$ cat src/rtl/gray_monitor.sv
// gray_monitor: converts an upstream Gray counter to binary, checks step legality, counts wraps
// and cross-checks the sticky overflow flag. Optional build macro: GRAY_MON_ERRCNT_EN.
module gray_monitor #(
    parameter int WIDTH  = 3,
    parameter int WRAP_W = 8
) (
    input  logic              Clk,
    input  logic              Reset,
    input  logic              En,
    input  logic              Clear,
    input  logic [WIDTH-1:0]  GrayIn,
    input  logic              OverflowIn,
    output logic [WIDTH-1:0]  BinOut,
    output logic              Valid,
    output logic [WRAP_W-1:0] WrapCount,
    output logic              Error
`ifdef GRAY_MON_ERRCNT_EN
    ,
    output logic [7:0]        ErrCount
`endif
);

    typedef enum logic [1:0] {IDLE, TRACK, ERROR} state_t;

    state_t             state, state_nxt;
    logic               ovf_prev;
    logic [WIDTH-1:0]   bin_p0, bin_inc;
    logic               seq_ok, is_wrap, ovf_ok, violation;
    logic [WIDTH-1:0]   bin_nxt;
    logic               ovf_nxt, valid_nxt, err_nxt;
    logic [WRAP_W-1:0]  wrap_nxt;
`ifdef GRAY_MON_ERRCNT_EN
    logic [7:0]         ecnt_nxt;
`endif

    function automatic logic [WIDTH-1:0] gray2bin(input logic [WIDTH-1:0] g);
        logic [WIDTH-1:0] b;
        b = '0;
        b[WIDTH-1] = g[WIDTH-1];
        for (int i = WIDTH - 2; i >= 0; i--) begin
            b[i] = b[i+1] ^ g[i];
        end
        return b;
    endfunction

    function automatic logic [WRAP_W-1:0] sat_inc_wrap(input logic [WRAP_W-1:0] v);
        return (&v) ? v : v + 1'b1;
    endfunction

`ifdef GRAY_MON_ERRCNT_EN
    function automatic logic [7:0] sat_inc_err(input logic [7:0] v);
        return (&v) ? v : v + 1'b1;
    endfunction
`endif

    // Sample stage: combinational decode and legality checks against the last accepted value
    assign bin_p0  = gray2bin(GrayIn);
    assign bin_inc = BinOut + 1'b1;
    assign seq_ok  = (bin_p0 == BinOut) || (bin_p0 == bin_inc);
    assign is_wrap = (&BinOut) && (bin_p0 == '0);
    // A wrap must carry the flag; otherwise the sticky flag may neither rise nor fall
    assign ovf_ok    = is_wrap ? OverflowIn : (ovf_prev == OverflowIn);
    assign violation = !seq_ok || !ovf_ok;

    always_comb begin
        state_nxt = state;
        bin_nxt   = BinOut;
        ovf_nxt   = ovf_prev;
        valid_nxt = Valid;
        wrap_nxt  = WrapCount;
`ifdef GRAY_MON_ERRCNT_EN
        err_nxt   = 1'b0;
        ecnt_nxt  = ErrCount;
`else
        err_nxt   = Error;
`endif
        if (Clear) begin
            state_nxt = IDLE;
            err_nxt   = 1'b0;
            valid_nxt = 1'b0;
`ifdef GRAY_MON_ERRCNT_EN
            ecnt_nxt  = '0;
`endif
        end else if (En) begin
            case (state)
                IDLE: begin
                    bin_nxt   = bin_p0;
                    ovf_nxt   = OverflowIn;
                    valid_nxt = 1'b1;
                    state_nxt = TRACK;
                end
                TRACK: begin
                    if (violation) begin
`ifdef GRAY_MON_ERRCNT_EN
                        // Resync on the offending sample instead of locking up
                        err_nxt  = 1'b1;
                        ecnt_nxt = sat_inc_err(ErrCount);
                        bin_nxt  = bin_p0;
                        ovf_nxt  = OverflowIn;
                        if (is_wrap) wrap_nxt = sat_inc_wrap(WrapCount);
`else
                        err_nxt   = 1'b1;
                        valid_nxt = 1'b0;
                        state_nxt = ERROR;
`endif
                    end else begin
                        bin_nxt = bin_p0;
                        ovf_nxt = OverflowIn;
                        if (is_wrap) wrap_nxt = sat_inc_wrap(WrapCount);
                    end
                end
                default: ;
            endcase
        end
    end

    // Register stage: all outputs update together, one cycle after the sample
    always_ff @(posedge Clk) begin
        if (Reset) begin
            state     <= IDLE;
            BinOut    <= '0;
            ovf_prev  <= 1'b0;
            Valid     <= 1'b0;
            WrapCount <= '0;
            Error     <= 1'b0;
`ifdef GRAY_MON_ERRCNT_EN
            ErrCount  <= '0;
`endif
        end else begin
            state     <= state_nxt;
            BinOut    <= bin_nxt;
            ovf_prev  <= ovf_nxt;
            Valid     <= valid_nxt;
            WrapCount <= wrap_nxt;
            Error     <= err_nxt;
`ifdef GRAY_MON_ERRCNT_EN
            ErrCount  <= ecnt_nxt;
`endif
        end
    end

endmodule
$ cat config.mk
export PLATFORM = sky130hd
export DESIGN_NAME = gray_monitor
export DESIGN_NICKNAME = d
export VERILOG_FILES = /design/src/rtl/gray_monitor.sv
export SDC_FILE = /design/constraint.sdc
export NUM_CORES = 1
export LEC_CHECK = 0
export CAP_MARGIN = 20
export CORE_MARGIN = 8
export CORE_UTILIZATION = 39
export DETAILED_ROUTE_END_ITERATION = 12
export PLACE_DENSITY_LB_ADDON = 0.3
export SLEW_MARGIN = 40
export SYNTH_ARGS = -nofsm -noshare
export SYNTH_HDL_FRONTEND = slang
export SYNTH_SLANG_ARGS = --single-unit
$ cat constraint.sdc
create_clock -name Clk -period 2.95 [get_ports Clk]
set_input_delay 0.885 -clock Clk [delete_from_list [all_inputs] [get_ports Clk]]
set_output_delay 0.885 -clock Clk [all_outputs]
set_load 0.005 [all_outputs]
==> impl_metrics.json <==
{
  "outcome": "finished clean",
  "drt-wirelength-per-cell_um": 12.30,
  "timing.setup.critical_path_class": "in2reg",
  "internal_power_mw": 0.3052,
  "worstSetupEndpoint": "WrapCount[5]",
  "die_w_um": 62.61,
  "num_vias": 750,
  "cts.sink_count": 15,
  "finish_stage_setup_viols": 0,
  "route.detailed.drc": 0,
  "max_cap_viols": 0,
  "finalMaxSlewViolations": 0,
  "fin_nets": 133,
  "worst-endpoint-required_ns": 3.17,
  "viasPerCell": 5.034,
  "n_fill_cell": 195,
  "switching_share": 0.2620,
  "areaGrowthSynthToFinish_pct": 37.37,
  "timing.fmax_ghz": 0.3477,
  "async_reset_ff_frac": 0,
  "p_comb_frac": 0.194,
  "number_of_synthesized_flops_with_an_enable_pin": 0,
  "max-vdd-ir-drop_mv": 0.2153,
  "worstRegToRegCells": 9,
  "ys_types": 32,
  "wl_um": 1833,
  "power_mw": 0.4135,
  "floorplan.initialDensity": 0.3982,
  "cts_root_buffer": "sky130_fd_sc_hd__clkbuf_4",
  "setup.worst_path.end_class": "flip-flop",
  "setup.worst_path.start": "GrayIn[0]",
  "fin_crit_ns": 2.876,
  "slew-limit-headroom": 0.5838,
  "clock_transition_time_at_the_flip_flop_clock_pins_of_the_worst_setup_and_hold_paths_ns": 0.09,
  "worstReg2RegEnd": "WrapCount[5]",
  "ys_warn_count": 0,
  "timing.critical_path.from_type": "primary input",
  "synth_seq_area_share": 0.3545,
  "cp.arrival_ns": 3.10,
  "design.portCount": 21,
  "cts_inserted_buffers": 3,
  "finalHoldViolCount": 0,
  "seqCellArea_um2": 300.3,
  "gp_congestion": 0.8057,
  "worst-path-max-fanout": 8,
  "fin_crit_sh": 0.9751,
  "final_design_area_no_fill_um2": 1164,
  "fp.coreArea_um2": 2127,
  "postPlaceCellArea_um2": 1115,
  "netlist.area_leader.share": 0.3545,
  "first_global_vias": 718,
  "mostFrequentLayoutCell": "sky130_fd_sc_hd__clkdlybuf4s50_1",
  "fin_worst_skew_ns": 0.0004705,
  "die-area_um2": 3919,
  "wire_length_of_the_first_global_routing_pass_um": 3118,
  "port_buffers": 20,
  "most-common-layout-cells": "sky130_fd_sc_hd__clkdlybuf4s50_1 (19), sky130_fd_sc_hd__dfxtp_1 (15), sky130_fd_sc_hd__nor2_1 (10), sky130_fd_sc_hd__buf_4 (10), sky130_fd_sc_hd__mux2i_1 (5)",
  "postCtsHoldBufs": 0,
  "multiInputGateArea_um2": 519.2,
  "hold_class": "reg2reg",
  "clock_path_buffers": 2,
  "drive_gt1_frac": 0.1653,
  "p_switching_mw": 0.1083,
  "antenna_found_initial": 0,
  "residual_overflow_from_global_routing": 0,
  "clock_latency_ns": 0.29,
  "fp-row-count": 17,
  "die-height_um": 62.61,
  "ff2ff_setup_slack_ns": 0.65,
  "worstMarginPinSlew_ns": 0.6223,
  "p_leak_nw": 0.4566,
  "cts_tree": "yes",
  "ys_top_cells_by_area": "sky130_fd_sc_hd__dfxtp_1 (35%), sky130_fd_sc_hd__mux2i_1 (7.1%), sky130_fd_sc_hd__ha_1 (4.4%)",
  "pwr_density_cell_nw_per_um2": 355.4,
  "reg2reg_from": "BinOut[0]",
  "grt_setup_unrepaired": "no",
  "sequential_power_share": 0.511,
  "clock_power_share": 0.295,
  "synthesis.area_um2": 847.1,
  "detail-route-antenna-nets": 0,
  "synth.avg_cell_area_um2": 9.207,
  "setup_tns_ns": 0,
  "htreeDepth": 1,
  "synth_fp_nets": 103,
  "grt_usage": 0.09398,
  "detail_placement_hpwl_um": 1410,
  "yosys_register_bits": 15,
  "gate_count_of_the_mapped_netlist": 92,
  "insertedDiodeCount": 0,
  "synthDominantAreaCellType": "sky130_fd_sc_hd__dfxtp_1",
  "dr.first_iter.drc_count": 24,
  "dr.pass1.iters": 4,
  "synth-main-ff-cell": "sky130_fd_sc_hd__dfxtp_1",
  "grt_max_degree": 19
}
cell families (layout without fill, tap and decap cells):
group	after synthesis	after routing	share of synthesized area
fa+ha+maj	3	3	0.04432
flops	15	15	0.3545
compound gates	15	15	0.1152
buf+inv	6	35	0.04578
mux	8	8	0.09749
simple gates	37	37	0.2437
xor+xnor	8	8	0.09897
critical path: stages:
cell	delay (ns)
sky130_fd_sc_hd__clkdlybuf4s50_1	0.51
sky130_fd_sc_hd__xnor3_1	0.34
sky130_fd_sc_hd__xor2_1	0.21
sky130_fd_sc_hd__mux2i_2	0.30
sky130_fd_sc_hd__nand3_2	0.17
sky130_fd_sc_hd__or4_4	0.55
sky130_fd_sc_hd__a21oi_2	0.12
flip-flops by register name (all words and copies together), names as in the netlist:
name and count:
WrapCount 8, BinOut 3, state 2, Error 1
ovf_prev 1
cell type report:
type	count	area share
clock inverter	1	0.004301
inverter	1	0.003226
tap	28	0.03011
multi-input combinational	71	0.4462
sequential	15	0.2581
timing repair buffer	30	0.2387
clock buffer	3	0.01935
synth_stat cells (2+ instances only):
library cell               number
sky130_fd_sc_hd__dfxtp_1       15
sky130_fd_sc_hd__nor2_1        10
sky130_fd_sc_hd__mux2i_1        6
sky130_fd_sc_hd__a21oi_1        5
sky130_fd_sc_hd__nor2b_1        4
sky130_fd_sc_hd__o31ai_1        4
sky130_fd_sc_hd__or4_1          4
sky130_fd_sc_hd__xor2_1         4
sky130_fd_sc_hd__ha_1           3
sky130_fd_sc_hd__nand2_1        3
sky130_fd_sc_hd__nand2b_1       3
sky130_fd_sc_hd__nand3_1        3
sky130_fd_sc_hd__xnor2_1        3
sky130_fd_sc_hd__and2_1         2
sky130_fd_sc_hd__buf_6          2
sky130_fd_sc_hd__clkbuf_1       2
sky130_fd_sc_hd__mux2_2         2
sky130_fd_sc_hd__nand4_1        2
sky130_fd_sc_hd__o21ai_0        2
per-stage QoR:
| stage | cells | hold slack [ns] | setup WS, ns | util |
|---|---|---|---|---|
| CTS | 148 | 0.4821 | 0.03076 | 0.5371 |
| floorplan | 92 | 0.4493 | 0.1724 | - |
| global placement | 144 | 0.4582 | -0.1948 | 0.5241 |
| global route | 149 | 0.5229 | 0.01134 | 0.5471 |
| finish | 149 | 0.4819 | 0.07355 | 0.5471 |
| detailed placement | 144 | 0.4628 | -0.2659 | 0.5241 |
power by group through the flow:
stage | Sequential, mW | Combinational [mW] | Clock (mW)
2_1_floorplan | 0.216 | 0.0443 | 0
5_1_grt | 0.212 | 0.0873 | 0.136
6_report | 0.212 | 0.0801 | 0.122
4_1_cts | 0.212 | 0.0742 | 0.126
3_3_place_gp | 0.216 | 0.0722 | 0
3_5_place_dp | 0.216 | 0.0738 | 0
repair_timing:
action / in CTS / in global routing
setup endpoints to repair: 0 / 3
buffers inserted: 0 / 1
gates resized for setup: 0 / 4
worst min path at each step:
| stage | startpoint | endpoint | slack, ns | cells after the start |
|---|---|---|---|---|
| final | ovf_prev | ovf_prev | 0.48 | 2 |
| after global routing | ovf_prev | ovf_prev | 0.52 | 2 |
| after CTS | ovf_prev | ovf_prev | 0.48 | 2 |
| after detailed placement | Error | Error | 0.46 | 1 |
| after global placement | Error | Error | 0.46 | 1 |
| after floorplan | ovf_prev | ovf_prev | 0.45 | 2 |
layer usage:
| layer | wire length, um | part of all wire | global-route usage | vias up |
|---|---|---|---|---|
| li1 | - | - | - | 387 |
| met1 | 841 | 0.46 | 0.1113 | 349 |
| met2 | 892 | 0.49 | 0.1539 | 12 |
| met3 | 77 | 0.042 | 0.02509 | 2 |
| met4 | 22 | 0.012 | 0.04274 | 0 |
| met5 | 0 | 0 | 0 | - |
(Power assumes the default switching activity.)
